**config.mk**
```make
export PLATFORM = sky130hd
export DESIGN_NAME = sample_serializer
export DESIGN_NICKNAME = d
export VERILOG_FILES = /design/src/rtl/sample_serializer.sv
export SDC_FILE = /design/constraint.sdc
export NUM_CORES = 1
export LEC_CHECK = 0
export ABC_AREA = 1
export BUFFER_PORTS_ARGS = -buffer_cell sky130_fd_sc_hd__buf_2
export CAP_MARGIN = 20
export CELL_PAD_IN_SITES_DETAIL_PLACEMENT = 1
export CELL_PAD_IN_SITES_GLOBAL_PLACEMENT = 1
export CORE_ASPECT_RATIO = 0.9
export CORE_MARGIN = 1.5
export CORE_UTILIZATION = 28
export DETAILED_ROUTE_END_ITERATION = 12
export PLACE_DENSITY = 0.63
export SLEW_MARGIN = 20
export SYNTH_ARGS = -nofsm -noshare
export SYNTH_HDL_FRONTEND = slang
export SYNTH_SLANG_ARGS = --single-unit
```
**constraint.sdc**
```tcl
create_clock -name fx2_clk -period 2.7 [get_ports fx2_clk]
set_input_delay 0.27 -clock fx2_clk [delete_from_list [all_inputs] [get_ports fx2_clk]]
set_output_delay 0.27 -clock fx2_clk [all_outputs]
set_load 0.02 [all_outputs]
```
**src/rtl/sample_serializer.sv**
```systemverilog
// Byte-wide serializer: pops samples from a show-ahead FIFO and hands them to
// the FX2 side LSB first over a ready/ack handshake, with byte/sample counters.
module sample_serializer #(
  parameter  int SAMPLE_WIDTH = 48,
  localparam int NBYTES       = SAMPLE_WIDTH / 8,
  localparam int IDX_W        = (NBYTES > 1) ? $clog2(NBYTES) : 1
) (
  input  logic                    fx2_clk,
  input  logic                    reset_n,
  input  logic                    enable,
  input  logic                    sample_rdy,
  input  logic [SAMPLE_WIDTH-1:0] sample,
  output logic                    sample_ack,
  output logic                    data_rdy,
  output logic [7:0]              data,
  input  logic                    data_ack,
  output logic [15:0]             byte_count,
  output logic [15:0]             sample_count,
  output logic                    busy
);

  typedef enum logic {IDLE, SEND} state_t;

  localparam logic [IDX_W-1:0] LAST_IDX = IDX_W'(NBYTES - 1);

  state_t                  state, next_state;
  logic [SAMPLE_WIDTH-1:0] shreg;
  logic [IDX_W-1:0]        idx;
  logic                    take, last_take, load;

  assign data_rdy   = (state == SEND);
  assign busy       = data_rdy;
  assign data       = shreg[7:0];
  assign take       = data_rdy & data_ack;
  assign last_take  = take & (idx == LAST_IDX);
  // Reloading on the last byte keeps back-to-back samples free of bubbles.
  assign load       = reset_n & enable & sample_rdy & ((state == IDLE) | last_take);
  assign sample_ack = load;

  always_comb begin
    next_state = state;
    unique case (state)
      IDLE:    if (load) next_state = SEND;
      SEND:    if (last_take && !load) next_state = IDLE;
      default: next_state = IDLE;
    endcase
  end

  always_ff @(posedge fx2_clk or negedge reset_n) begin
    if (!reset_n) state <= IDLE;
    else          state <= next_state;
  end

  always_ff @(posedge fx2_clk or negedge reset_n) begin
    if (!reset_n) begin
      shreg        <= '0;
      idx          <= '0;
      byte_count   <= '0;
      sample_count <= '0;
    end else begin
      if (load) begin
        shreg <= sample;
        idx   <= '0;
      end else if (take && !last_take) begin
        shreg <= shreg >> 8;
        idx   <= idx + IDX_W'(1);
      end
      if (take)      byte_count   <= byte_count + 16'd1;
      if (last_take) sample_count <= sample_count + 16'd1;
    end
  end

endmodule
```
# After elaboration in Yosys (flattened, before gate mapping)
# Cells that the tools add are included.
# word_totals
out_inout_bits	43
inputBits	53
wordCells	28
register_bits	84
# op_classes
addsub	3
mux	7
eq_ne	1
n_reduce_logical	5
bitwise	7
# op_table
operator	n
2-to-1 mux 48 bit	2
adder 16 x 1 -> 16 bit, second input constant	2
2-to-1 mux 3 bit	2
AND 1 bit	5
adder 3 x 1 -> 3 bit, second input constant	1
== test 3 bit, second input constant	1
logical AND 1 bit	2
zero test 1 bit	2
2-to-1 mux 1 bit	2
case mux 1 bit (2 select lines)	1
nonzero test 2 bit	1
NOT 1 bit	1
bitwise OR 1 bit	1

# Longest topological paths before layout
# depth
word_depth	8
depth_mapped	12
mapped_depth_nobuf	10

# Worst setup path before layout
# OpenSTA, ideal clock, no wires.
# synth_timing
kind	flip-flop to output port
startpoint	register state (netlist: busy)
endpoint	output port sample_ack
path_stages_with_launch	8
slack_ns	1.186
arrival_time_ns	1.244
t_required_ns	2.430
path_buffers	1
path_cell_list	dfrtp_1 > nand2_2 > inv_4 > nand2_2 > nand2_1 > nand2_2 > inv_2 > buf_4
# synth_via
elab_chain_len	4
elab_cells_between_ends	5
cone_classes	bitwise (5)
# synth_lines
item	line_no	text
start, declared	26	state_t state, next_state;
start signal, assigned	51	else state <= next_state;
AND 1 bit	34	assign take = data_rdy & data_ack;
AND 1 bit	35	assign last_take = take & (idx == LAST_IDX);
bitwise OR 1 bit *	37	assign load = reset_n & enable & sample_rdy & ((state == IDLE) | last_take);
AND 1 bit *	37	
end, declared	13	output logic sample_ack,
# Mark *: on every way between the ends. The rest lies on a longest branch, timed or not.

# Worst setup path after layout
# layout_timing
startpoint	register idx[1]
endpoint	output port sample_ack
# layout_via
elab_chain_len	4
# layout_lines
item	line_no	text
start, declared	28	logic [IDX_W-1:0] idx;
start signal, assigned	66	idx <= idx + IDX_W'(1);
== test 3 bit	35	
AND 1 bit	35	
bitwise OR 1 bit	37	
AND 1 bit	37	
# No other way between the ends.

==> results.cfg <==
[synth]
synth_top_area_share = 0.503
synth-seq-cells = 84
synthMuxAreaShare = 0
synth_fp_nets = 585
synth_compound_area_frac = 0.0503
ys_seq_area_frac = 0.503
synthSimpleGateAreaFrac = 0.302
yosysTopAreaCell = dfrtp_1
synth-adder-area-share = 0.0120
syn_avg_cell_area_um2 = 7.92
synth_xor_area_frac = 0.0440
synth_top_family_by_area = simple AND/OR/NAND/NOR gates
synth_cell_types = 23
yosysWarnings = 0
syn-instance-count = 528
synthTopCellsByArea = dfrtp_1, nand2_1, nand3_1, nor2_1, inv_1
synth.cell_area_mm2 = 0.00418

[global_routing]
antenna_found_initial = 1
grt_pass1_wl_um = 19400
grt_max_degree = 93
grt_pass1_vias = 3879
grt_usage = 0.155
grt_overflow = 0

[worst_setup_path]
r2r_start = idx[0]
r2r_cells = 9
arrival_ps = 1980
critPathMaxFanout = 26
crit_chain = inv_1 -> ha_1 -> nand2_1 -> inv_1 -> nand2_2 -> nand2_1 -> nand2_2 -> inv_2 -> buf_2
critPathLaunchType = register
critPathRequiredTime_ps = 2430
reg2reg_to = shreg[44]
cpMaxStageDelayCell = dfrtp_1
rrSetupSlack_ps = 750
criticalPathCategory = register to output pin
max_stage_delay_ps = 390
worstSetupEndpointType = output pin

[clock_network]
cts_buffers = 9
clock_latency_ps = 340
clock-sinks = 84
cts_setup_buffers = 0
cts_max_level = 3
path_clk_slew_ps = 60
hold_buffers = 0
tritoncts = done
cts_resized = 0
clockBufferDepth = 2
ctsRootBufferMaster = clkbuf_16

[place]
port_buffers = 95
place_ws_ps = 731
dpl_cell_area_mm2 = 0.00474
gp_congestion = 0.759
hpwl_um = 7880
numPlacedInstances = 796

[die]
die_area_mm2 = 0.0157
start_util = 0.285
ios = 96
fp.dieW_um = 132
die_y_um = 119
rows = 42
core_mm2 = 0.0147

[timing]
timing.final.crit_share = 0.834
drv_slew = 0
slew_headroom = 0.549
setup_viol = 0
rsz0062_at_grt = no
finalWorstSetupSlack_ps = 449
period_needed_ps = 2250
hold_viol_final = 0
tightest_slew_ps = 671
clock_skew_ps = 5.77
max_freq_mhz = 444
finalSetupTns_ps = 0

[final_layout]
area_growth_pct = 20.4
num_antenna_cells = 0
drive_above_1_share = 0.199
fin_area_mm2 = 0.00503
final_cells = 811
fin_nets = 666
final_util = 0.343

[detailed_routing]
dr.first_iter.drc_count = 168
dr.pass1.iters = 4
vias = 3600
drc = 0
routed_wl_um = 11100
drtAntennaViolNets = 0
viasPerCell = 4.44
wl_per_cell_um = 13.6

[power]
vdd_drop_max_mv = 0.320
p_leak_nw = 2.74
pwr_density_cell_mw_per_mm2 = 892

[worst_hold_path]
min_path_type = input port to asynchronous set/reset pin

[job]
cap_viol_max_count = 0

[outcome]
status = finished clean
-- how the worst max path moves through the flow --
stage | from | end | slack (ps) | cells past startpoint
6_report | idx[1] | sample_ack | 450 | 9
5_1_grt | idx[1] | sample_ack | 240 | 9
4_1_cts | idx[1] | sample_ack | 400 | 9
3_5_place_dp | idx[0] | shreg[40] | 730 | 9
3_3_place_gp | idx[1] | sample_ack | 840 | 9
2_1_floorplan | busy | sample_ack | 1190 | 7
-- placed cells by master (no fill, tap or decap) --
master | netlist | final
a21oi_1 | 1 | 1
buf_4 | 15 | 5
nand3b_1 | 2 | 2
ha_1 | 4 | 4
inv_1 | 38 | 38
xor2_1 | 14 | 14
nand4_1 | 8 | 8
nand2_1 | 180 | 180
dfrtp_1 | 84 | 84
clkbuf_8 | 0 | 1
buf_12 | 0 | 1
bufinv_16 | 0 | 1
inv_4 | 1 | 1
clkbuf_1 | 2 | 1
buf_2 | 7 | 94
nand3_1 | 57 | 57
xnor2_1 | 7 | 7
clkinv_2 | 0 | 2
clkbuf_16 | 0 | 9
nor3_1 | 4 | 4
inv_2 | 2 | 2
nor2_2 | 1 | 1
nand2_2 | 4 | 4
nor2_1 | 50 | 50
inv_6 | 0 | 1
o21ai_1 | 19 | 19
o21ai_0 | 22 | 22
-- synthesized netlist by cell type (all sizes together) --
library cell and count:
a21oi 1, nand3 57, nand2 184, xnor2 7, nor3 4, o21ai 41
ha 4, nor2 51, inv 41, buf 28, nand4 8, clkbuf 2
nand3b 2, dfrtp 84, xor2 14
-- flip-flops by register name, summed over array words and instances, names as in the netlist --
| name | flops |
|---|---|
| byte_count | 16 |
| busy | 1 |
| idx | 3 |
| shreg | 48 |
| sample_count | 16 |
-- metrics by stage --
step           power [mW]  hold WS [ps]
2_1_floorplan        2.94         -25.6
3_3_place_gp         3.26           401
6_report             4.49          12.6
3_5_place_dp         3.31           402
4_1_cts              4.58          25.5
5_1_grt              4.85          60.1
-- area by class of cell --
class,instances,area (um^2)
sequential,84,2100
fill,1795,9630
multi-input combinational,373,1710
clock inverter,4,48.8
timing repair buffer,100,528
tap,198,248
inverter,41,156
clock buffer,11,243
-- routing by layer --
layer	track usage	vias up	wire [um]
met1	0.204	1702	5460
met2	0.248	70	4970
met4	0.0521	0	121
li1	-	1819	-
met5	0	-	0
met3	0.0375	9	508
-- power by group --
part	internal, mW	leakage, nW	total, mW	switching (mW)
combinational	0.472	1.50	1.37	0.895
clock	0.737	0.146	1.23	0.496
sequential	1.64	1.09	1.89	0.253
-- critical path, delay by kind of cell, from the launching register on --
kind / cells / cell delay, ps
buffers and inverters: 4 / 780
and+or+nand+nor: 4 / 330
DFF: 1 / 390
adders and majority gates: 1 / 130
-- cell families after synthesis --
family          after synthesis
xor+xnor                     21
simple gates                306
buf+inv                      71
flops                        84
fa+ha+maj                     4
compound gates               42
No activity file was read; power rests on OpenSTA's default activity.
